[config.mk]
export PLATFORM = sky130hd
export DESIGN_NAME = demux1_8_stream_flat
export DESIGN_NICKNAME = d
export VERILOG_FILES = /design/src/rtl/demux1_8_stream_pkg.sv /design/src/rtl/demux1_8_stream_if.sv /design/src/rtl/demux1_8_stream_skid_buf2.sv /design/src/rtl/demux1_8_stream.sv /design/src/flat_wrapper.sv
export SDC_FILE = /design/constraint.sdc
export NUM_CORES = 1
export LEC_CHECK = 0
export ABC_AREA = 1
export BUFFER_PORTS_ARGS = -buffer_cell sky130_fd_sc_hd__clkbuf_2
export CAP_MARGIN = 30
export CORE_UTILIZATION = 55
export CTS_CLUSTER_SIZE = 30
export DETAILED_ROUTE_END_ITERATION = 7
export PLACE_DENSITY_LB_ADDON = 0.3
export SYNTH_ARGS = -nofsm -noshare
export SYNTH_HDL_FRONTEND = slang
export SYNTH_SLANG_ARGS = --single-unit
[constraint.sdc]
create_clock -name clk -period 3.65 [get_ports clk]
set_input_delay 0.1825 -clock clk [delete_from_list [all_inputs] [get_ports clk]]
set_output_delay 0.1825 -clock clk [all_outputs]
set_load 0.005 [all_outputs]
[src/rtl/demux1_8_stream_pkg.sv]
// Shared widths and buffer state encoding for the 1:8 stream demultiplexer.
package demux1_8_stream_pkg;

  localparam int ARCH_WIDTH = 32;
  localparam int NCH        = 8;
  localparam int SEL_W      = 3;
  localparam int CNT_W      = 16;

  typedef enum logic [1:0] {
    DM_EMPTY = 2'd0,
    DM_ONE   = 2'd1,
    DM_FULL  = 2'd2
  } dm_state_e;

endpackage

[src/rtl/demux1_8_stream_if.sv]
// Upstream word handshake plus the eight-channel downstream handshake.
interface demux1_8_stream_if #(
  parameter int WIDTH = demux1_8_stream_pkg::ARCH_WIDTH
);
  import demux1_8_stream_pkg::*;

  logic             in_valid;
  logic             in_ready;
  logic [SEL_W-1:0] in_sel;
  logic [WIDTH-1:0] in_data;
  logic [NCH-1:0]   out_valid;
  logic [NCH-1:0]   out_ready;
  logic [WIDTH-1:0] out_data;

  // Environment side: produces words and consumes channels.
  modport master (
    output in_valid, in_sel, in_data, out_ready,
    input  in_ready, out_valid, out_data
  );

  // Demultiplexer side.
  modport slave (
    input  in_valid, in_sel, in_data, out_ready,
    output in_ready, out_valid, out_data
  );

endinterface

[src/rtl/demux1_8_stream_skid_buf2.sv]
// Generic 2-entry valid/ready buffer; ready depends on registered state only.
module demux1_8_stream_skid_buf2
  import demux1_8_stream_pkg::*;
#(
  parameter int DW = 8
) (
  input  logic          clk,
  input  logic          rst_n,
  input  logic          flush_i,
  input  logic          in_valid_i,
  output logic          in_ready_o,
  input  logic [DW-1:0] in_data_i,
  output logic          out_valid_o,
  input  logic          out_ready_i,
  output logic [DW-1:0] out_data_o
);

  dm_state_e     state_q, state_d;
  logic [DW-1:0] head_q, head_d;
  logic [DW-1:0] tail_q, tail_d;
  logic          push;
  logic          pop;

  // A push coinciding with flush is dropped; a pop still completes.
  assign push = in_valid_i & in_ready_o & ~flush_i;
  assign pop  = out_valid_o & out_ready_i;

  // State and entry registers.
  always_ff @(posedge clk or negedge rst_n) begin
    if (!rst_n) begin
      state_q <= DM_EMPTY;
      head_q  <= '0;
      tail_q  <= '0;
    end else begin
      state_q <= state_d;
      head_q  <= head_d;
      tail_q  <= tail_d;
    end
  end

  // Next-state and entry update.
  always_comb begin
    state_d = state_q;
    head_d  = head_q;
    tail_d  = tail_q;
    unique case (state_q)
      DM_EMPTY: begin
        if (push) begin
          state_d = DM_ONE;
          head_d  = in_data_i;
        end
      end
      DM_ONE: begin
        if (push && pop) begin
          head_d = in_data_i;
        end else if (push) begin
          state_d = DM_FULL;
          tail_d  = in_data_i;
        end else if (pop) begin
          state_d = DM_EMPTY;
        end
      end
      DM_FULL: begin
        if (pop) begin
          state_d = DM_ONE;
          head_d  = tail_q;
        end
      end
      default: state_d = DM_EMPTY;
    endcase
    if (flush_i) begin
      state_d = DM_EMPTY;
    end
  end

  // Handshake outputs from registered state.
  always_comb begin
    in_ready_o  = (state_q != DM_FULL);
    out_valid_o = (state_q != DM_EMPTY);
    out_data_o  = head_q;
  end

endmodule

[src/rtl/demux1_8_stream.sv]
// 1:8 stream demultiplexer: FIFO skid buffer, one-hot channel decode, per-channel pop counters.
module demux1_8_stream #(
  parameter int WIDTH = demux1_8_stream_pkg::ARCH_WIDTH,
  parameter int NCH   = demux1_8_stream_pkg::NCH
) (
  input  logic                 clk,
  input  logic                 rst_n,
  input  logic                 flush,
  demux1_8_stream_if.slave     bus,
  output logic                 busy,
  output logic [NCH*16-1:0]    xfer_cnt
);
  import demux1_8_stream_pkg::*;

  localparam int EW = SEL_W + WIDTH;

  logic [EW-1:0]                buf_in;
  logic [EW-1:0]                buf_out;
  logic                         buf_valid;
  logic                         buf_ready;
  logic                         head_ready;
  logic [SEL_W-1:0]             head_sel;
  logic [NCH-1:0]               out_valid;
  logic                         pop;
  logic [NCH-1:0][CNT_W-1:0]    cnt_q, cnt_d;

  assign buf_in = {bus.in_sel, bus.in_data};

  demux1_8_stream_skid_buf2 #(
    .DW (EW)
  ) u_buf (
    .clk         (clk),
    .rst_n       (rst_n),
    .flush_i     (flush),
    .in_valid_i  (bus.in_valid),
    .in_ready_o  (buf_ready),
    .in_data_i   (buf_in),
    .out_valid_o (buf_valid),
    .out_ready_i (head_ready),
    .out_data_o  (buf_out)
  );

  assign head_sel      = buf_out[EW-1 -: SEL_W];
  assign bus.in_ready  = buf_ready;
  assign bus.out_data  = buf_out[WIDTH-1:0];
  assign bus.out_valid = out_valid;
  assign busy          = buf_valid;
  assign xfer_cnt      = cnt_q;
  assign pop           = buf_valid & head_ready;

  // One-hot valid toward the head's channel; only that channel's ready is honoured.
  always_comb begin
    out_valid = '0;
    if (buf_valid) begin
      out_valid[head_sel] = 1'b1;
    end
    head_ready = bus.out_ready[head_sel];
  end

  // Per-channel counter increment on pop, free-running 16-bit wrap.
  always_comb begin
    cnt_d = cnt_q;
    if (pop) begin
      cnt_d[head_sel] = cnt_q[head_sel] + 1'b1;
    end
  end

  // Counter registers, cleared only by reset.
  always_ff @(posedge clk or negedge rst_n) begin
    if (!rst_n) begin
      cnt_q <= '0;
    end else begin
      cnt_q <= cnt_d;
    end
  end

endmodule

[src/flat_wrapper.sv]
// flat-port wrapper written by rule: the top's interface ports become plain ports
module demux1_8_stream_flat import demux1_8_stream_pkg::*;
#(
  parameter int WIDTH = demux1_8_stream_pkg::ARCH_WIDTH,
  parameter int NCH   = demux1_8_stream_pkg::NCH
)
  (clk, rst_n, flush, busy, xfer_cnt, bus_in_valid, bus_in_sel, bus_in_data, bus_out_ready, bus_in_ready, bus_out_valid, bus_out_data);
  demux1_8_stream_if #(.WIDTH(WIDTH)) bus_i ();
  input  logic clk;
  input  logic rst_n;
  input  logic flush;
  output logic busy;
  output logic [NCH*16-1:0] xfer_cnt;
  input wire logic [$bits(bus_i.in_valid)-1:0] bus_in_valid;
  input wire logic [$bits(bus_i.in_sel)-1:0] bus_in_sel;
  input wire logic [$bits(bus_i.in_data)-1:0] bus_in_data;
  input wire logic [$bits(bus_i.out_ready)-1:0] bus_out_ready;
  output wire logic [$bits(bus_i.in_ready)-1:0] bus_in_ready;
  output wire logic [$bits(bus_i.out_valid)-1:0] bus_out_valid;
  output wire logic [$bits(bus_i.out_data)-1:0] bus_out_data;
  assign bus_i.in_valid = bus_in_valid;
  assign bus_i.in_sel = bus_in_sel;
  assign bus_i.in_data = bus_in_data;
  assign bus_i.out_ready = bus_out_ready;
  assign bus_in_ready = bus_i.in_ready;
  assign bus_out_valid = bus_i.out_valid;
  assign bus_out_data = bus_i.out_data;
  demux1_8_stream #(.WIDTH(WIDTH), .NCH(NCH)) u_core (.clk(clk), .rst_n(rst_n), .flush(flush), .bus(bus_i), .busy(busy), .xfer_cnt(xfer_cnt));
endmodule
==> flow_metrics.tcl <==
set metrics [dict create \
    power_density_nw_per_um2 679 \
    crit_cells 14 \
    cts.sinks 200 \
    cp.required_ps 3940 \
    status "finished clean" \
    critPathArrivalTime_ps 3660 \
    pre_cts_ws_ps 386 \
    vias_per_cell 5.53 \
    insertion_delay_ps 440 \
    totalWireLength_mm 29.4 \
    max_stage_delay_ps 580 \
    htree_levels 4 \
    synth_edf_count 0 \
    synthCells 1261 \
    path_class "register to register" \
    finalWorstSetupSlack_ps 279 \
    path_delay_family "simple AND/OR/NAND/NOR gates" \
    slowest_stage "dfrtp_2" \
    port_buffers 216 \
    diodes 0 \
    cts_tree "yes" \
    antenna_found_initial 0 \
    grt_overflow_total 0 \
    cp_num_buf_inv 3 \
    rows 49 \
    yosysTopAreaCell "dfrtp_1" \
    netlist-cell-type-count 34 \
    dr.pass1.iters 5 \
    synth_area_um2 10000 \
    ys.flop_type "dfrtp_1" \
    min_from "bus_in_sel[2]" \
    fin_area_um2 11900 \
    die_y_um 137 \
    yosysMostFrequentCell "nand2_1" \
    path_cells "inv_4, buf_4, nand2_1, nand3_1, nand2_1, nor2_1, ha_1, inv_1, nor2_1, nand2_1, nor2_4, nand3_1, nand3_1, o21ai_1" \
    crit_start "u_core.u_buf.out_data_o[32]" \
    hpwl_mm 19.6 \
    synth_area_per_cell_um2 7.96 \
    dpl_cell_area_um2 11000 \
    reg2reg_from "u_core.u_buf.out_data_o[32]" \
    antenna_left 0 \
    synth_area_leaders "dfrtp_1, nand2_1, nand3_1" \
    ys_top_cells_by_count "nand2_1, dfrtp_1, nand3_1" \
    wire_per_inst_um 17.4 \
    nNetsFinal 1499 \
    fp.dieArea_um2 18800 \
    drive_gt1_frac 0.236 \
    slew_viol_final 0 \
    ir_worst_vdd_uv 546 \
    fin_crit_ps 3370 \
    ctsResizeCount 0 \
    vias 9353 \
    worst_pin_slew_ps 1080 \
    synth-seq-area-share 0.499 \
    fin_cells 1690 \
    grt_pass1_vias 8674 \
    finalSetupViolCount 0 \
    start_util 0.561 \
    area_delta_synth_final_pct 18.1 \
    yosys_warnings 0 \
    core_area_um2 17900 \
    clock_path_buffers 2 \
    numCtsBuffers 17 \
    cts_root_buffer "clkbuf_16" \
    ios 217 \
    synthesis.nets 1309 \
    grt_max_degree 73 \
    finalSetupTns_ps 0 \
    holdPathStages 3 \
    rsz0062_at_grt "no" \
    grt_use_total 0.323 \
    path_max_fanout 40 \
    hp-class "primary input to register" \
    path_clk_slew_ps 70 \
    die_w_um 137 \
    drt_iter0_drc 815 \
    synth-seq-cells 200 \
    grt_first_pass_wirelength_mm 45.8 \
    drc 0 \
    hold_viol 0 \
    power.leakage_nw 6.28 \
    yosysTopAreaCellShare 0.499 \
    skew_ps 15.3 \
    relSlewSlack 0.280 \
    reg2reg_depth 14 \
    startpoint_type "register" \
    drv_cap 0 \
    finalCritPeriodShare 0.923 \
    end_kind "register" \
    dp_cells 1630 \
    ys_async_sr_fraction 1.00 \
    fmax_ghz 0.297 \
    gp_congestion 0.888 \
]
-- final cells by class --
class	instances	area, µm²
fill	1557	6050
sequential	200	5010
multi-input combinational	908	4210
timing repair buffer	271	1630
clock buffer	21	440
tap	229	287
inverter	53	201
clock inverter	8	78.8
-- layer usage --
| metal | global-route usage | wire length, µm | vias up | share of wire |
|---|---|---|---|---|
| li1 | - | - | 4373 | - |
| met1 | 0.411 | 11700 | 4401 | 0.40 |
| met2 | 0.507 | 13600 | 503 | 0.46 |
| met3 | 0.102 | 3080 | 76 | 0.10 |
| met4 | 0.137 | 1050 | 0 | 0.036 |
| met5 | 0 | 0 | - | 0 |
-- flip-flops by register name, summed over array words and instances (netlist names) --
register / cells
u_core.u_buf.tail_q: 35
u_core.u_buf.out_data_o: 35
u_core.u_buf.state_q: 2
u_core.xfer_cnt: 128
-- power breakdown --
| group | switching (mW) | leakage, nW | internal (mW) |
|---|---|---|---|
| Combinational | 1.99 | 3.47 | 1.07 |
| Clock | 0.822 | 0.241 | 0.928 |
| Sequential | 0.436 | 2.56 | 2.81 |
| Total | 3.25 | 6.28 | 4.80 |
-- worst reg2reg max path: stages, from the launching register on --
cell and delay [ps]:
dfrtp_2 580, inv_4 220, buf_4 460, nand2_1 100, nand3_1 110, nand2_1 60
nor2_1 180, ha_1 200, inv_1 40, nor2_1 270, nand2_1 160, nor2_4 240
nand3_1 330, nand3_1 200, o21ai_1 80
-- stage by stage --
step / utilization / power [mW] / hold WS, ps
2_1_floorplan: - / 5.35 / -113
3_3_place_gp: 0.613 / 6.17 / 415
3_5_place_dp: 0.616 / 6.25 / 175
4_1_cts: 0.662 / 8.01 / 0.842
5_1_grt: 0.662 / 8.53 / 8.67
6_report: 0.662 / 8.05 / 6.45
-- placed cells by master, fill, tap and decap left out, drive strengths merged --
| cell type | n |
|---|---|
| dlygate4sd3 | 31 |
| clkinv | 3 |
| nor2 | 75 |
| buf | 24 |
| o21bai | 1 |
| xor2 | 2 |
| a21oi | 10 |
| clkbuf | 237 |
| dfrtp | 200 |
| nand3 | 92 |
| nand2 | 568 |
| nand4 | 1 |
| a31oi | 33 |
| bufinv | 1 |
| o21ai | 84 |
| inv | 53 |
| clkinvlp | 4 |
| o211ai | 7 |
| xnor2 | 2 |
| ha | 1 |
| mux2 | 32 |
-- logic make-up (layout without fill, tap and decap cells) --
logic type                 after synthesis  count (layout)  share of synthesized area
DFF                                    200             200                      0.499
AOI/OAI and AO/OA                      135             135                     0.0757
xor gates and xnor gates                 4               4                    0.00424
adders and majority gates                1               1                    0.00125
and+or+nand+nor                        736             736                      0.302
buffers and inverters                  153             353                     0.0822
muxes                                   32              32                     0.0359
-- final timing paths --
path | end | slack (ps)
worst max-delay path | u_core.xfer_cnt[72] | 280
worst min-delay path | u_core.u_buf.tail_q[34] | 6
worst max register to register | u_core.xfer_cnt[72] | 280
worst min register to register | u_core.u_buf.tail_q[34] | 490
max in group asynchronous | u_core.u_buf.out_data_o[12] | 2280
min in group asynchronous | u_core.xfer_cnt[71] | 280
-- timing repair --
item / 4_1_cts / 5_1_grt
hold endpoints to repair: 98 / 0
endpoints found under the setup margin: 0 / 0
hold buffers: 31 / 0
setup buffers: 0 / 0
Note: power is estimated with default switching activity, not from simulation.
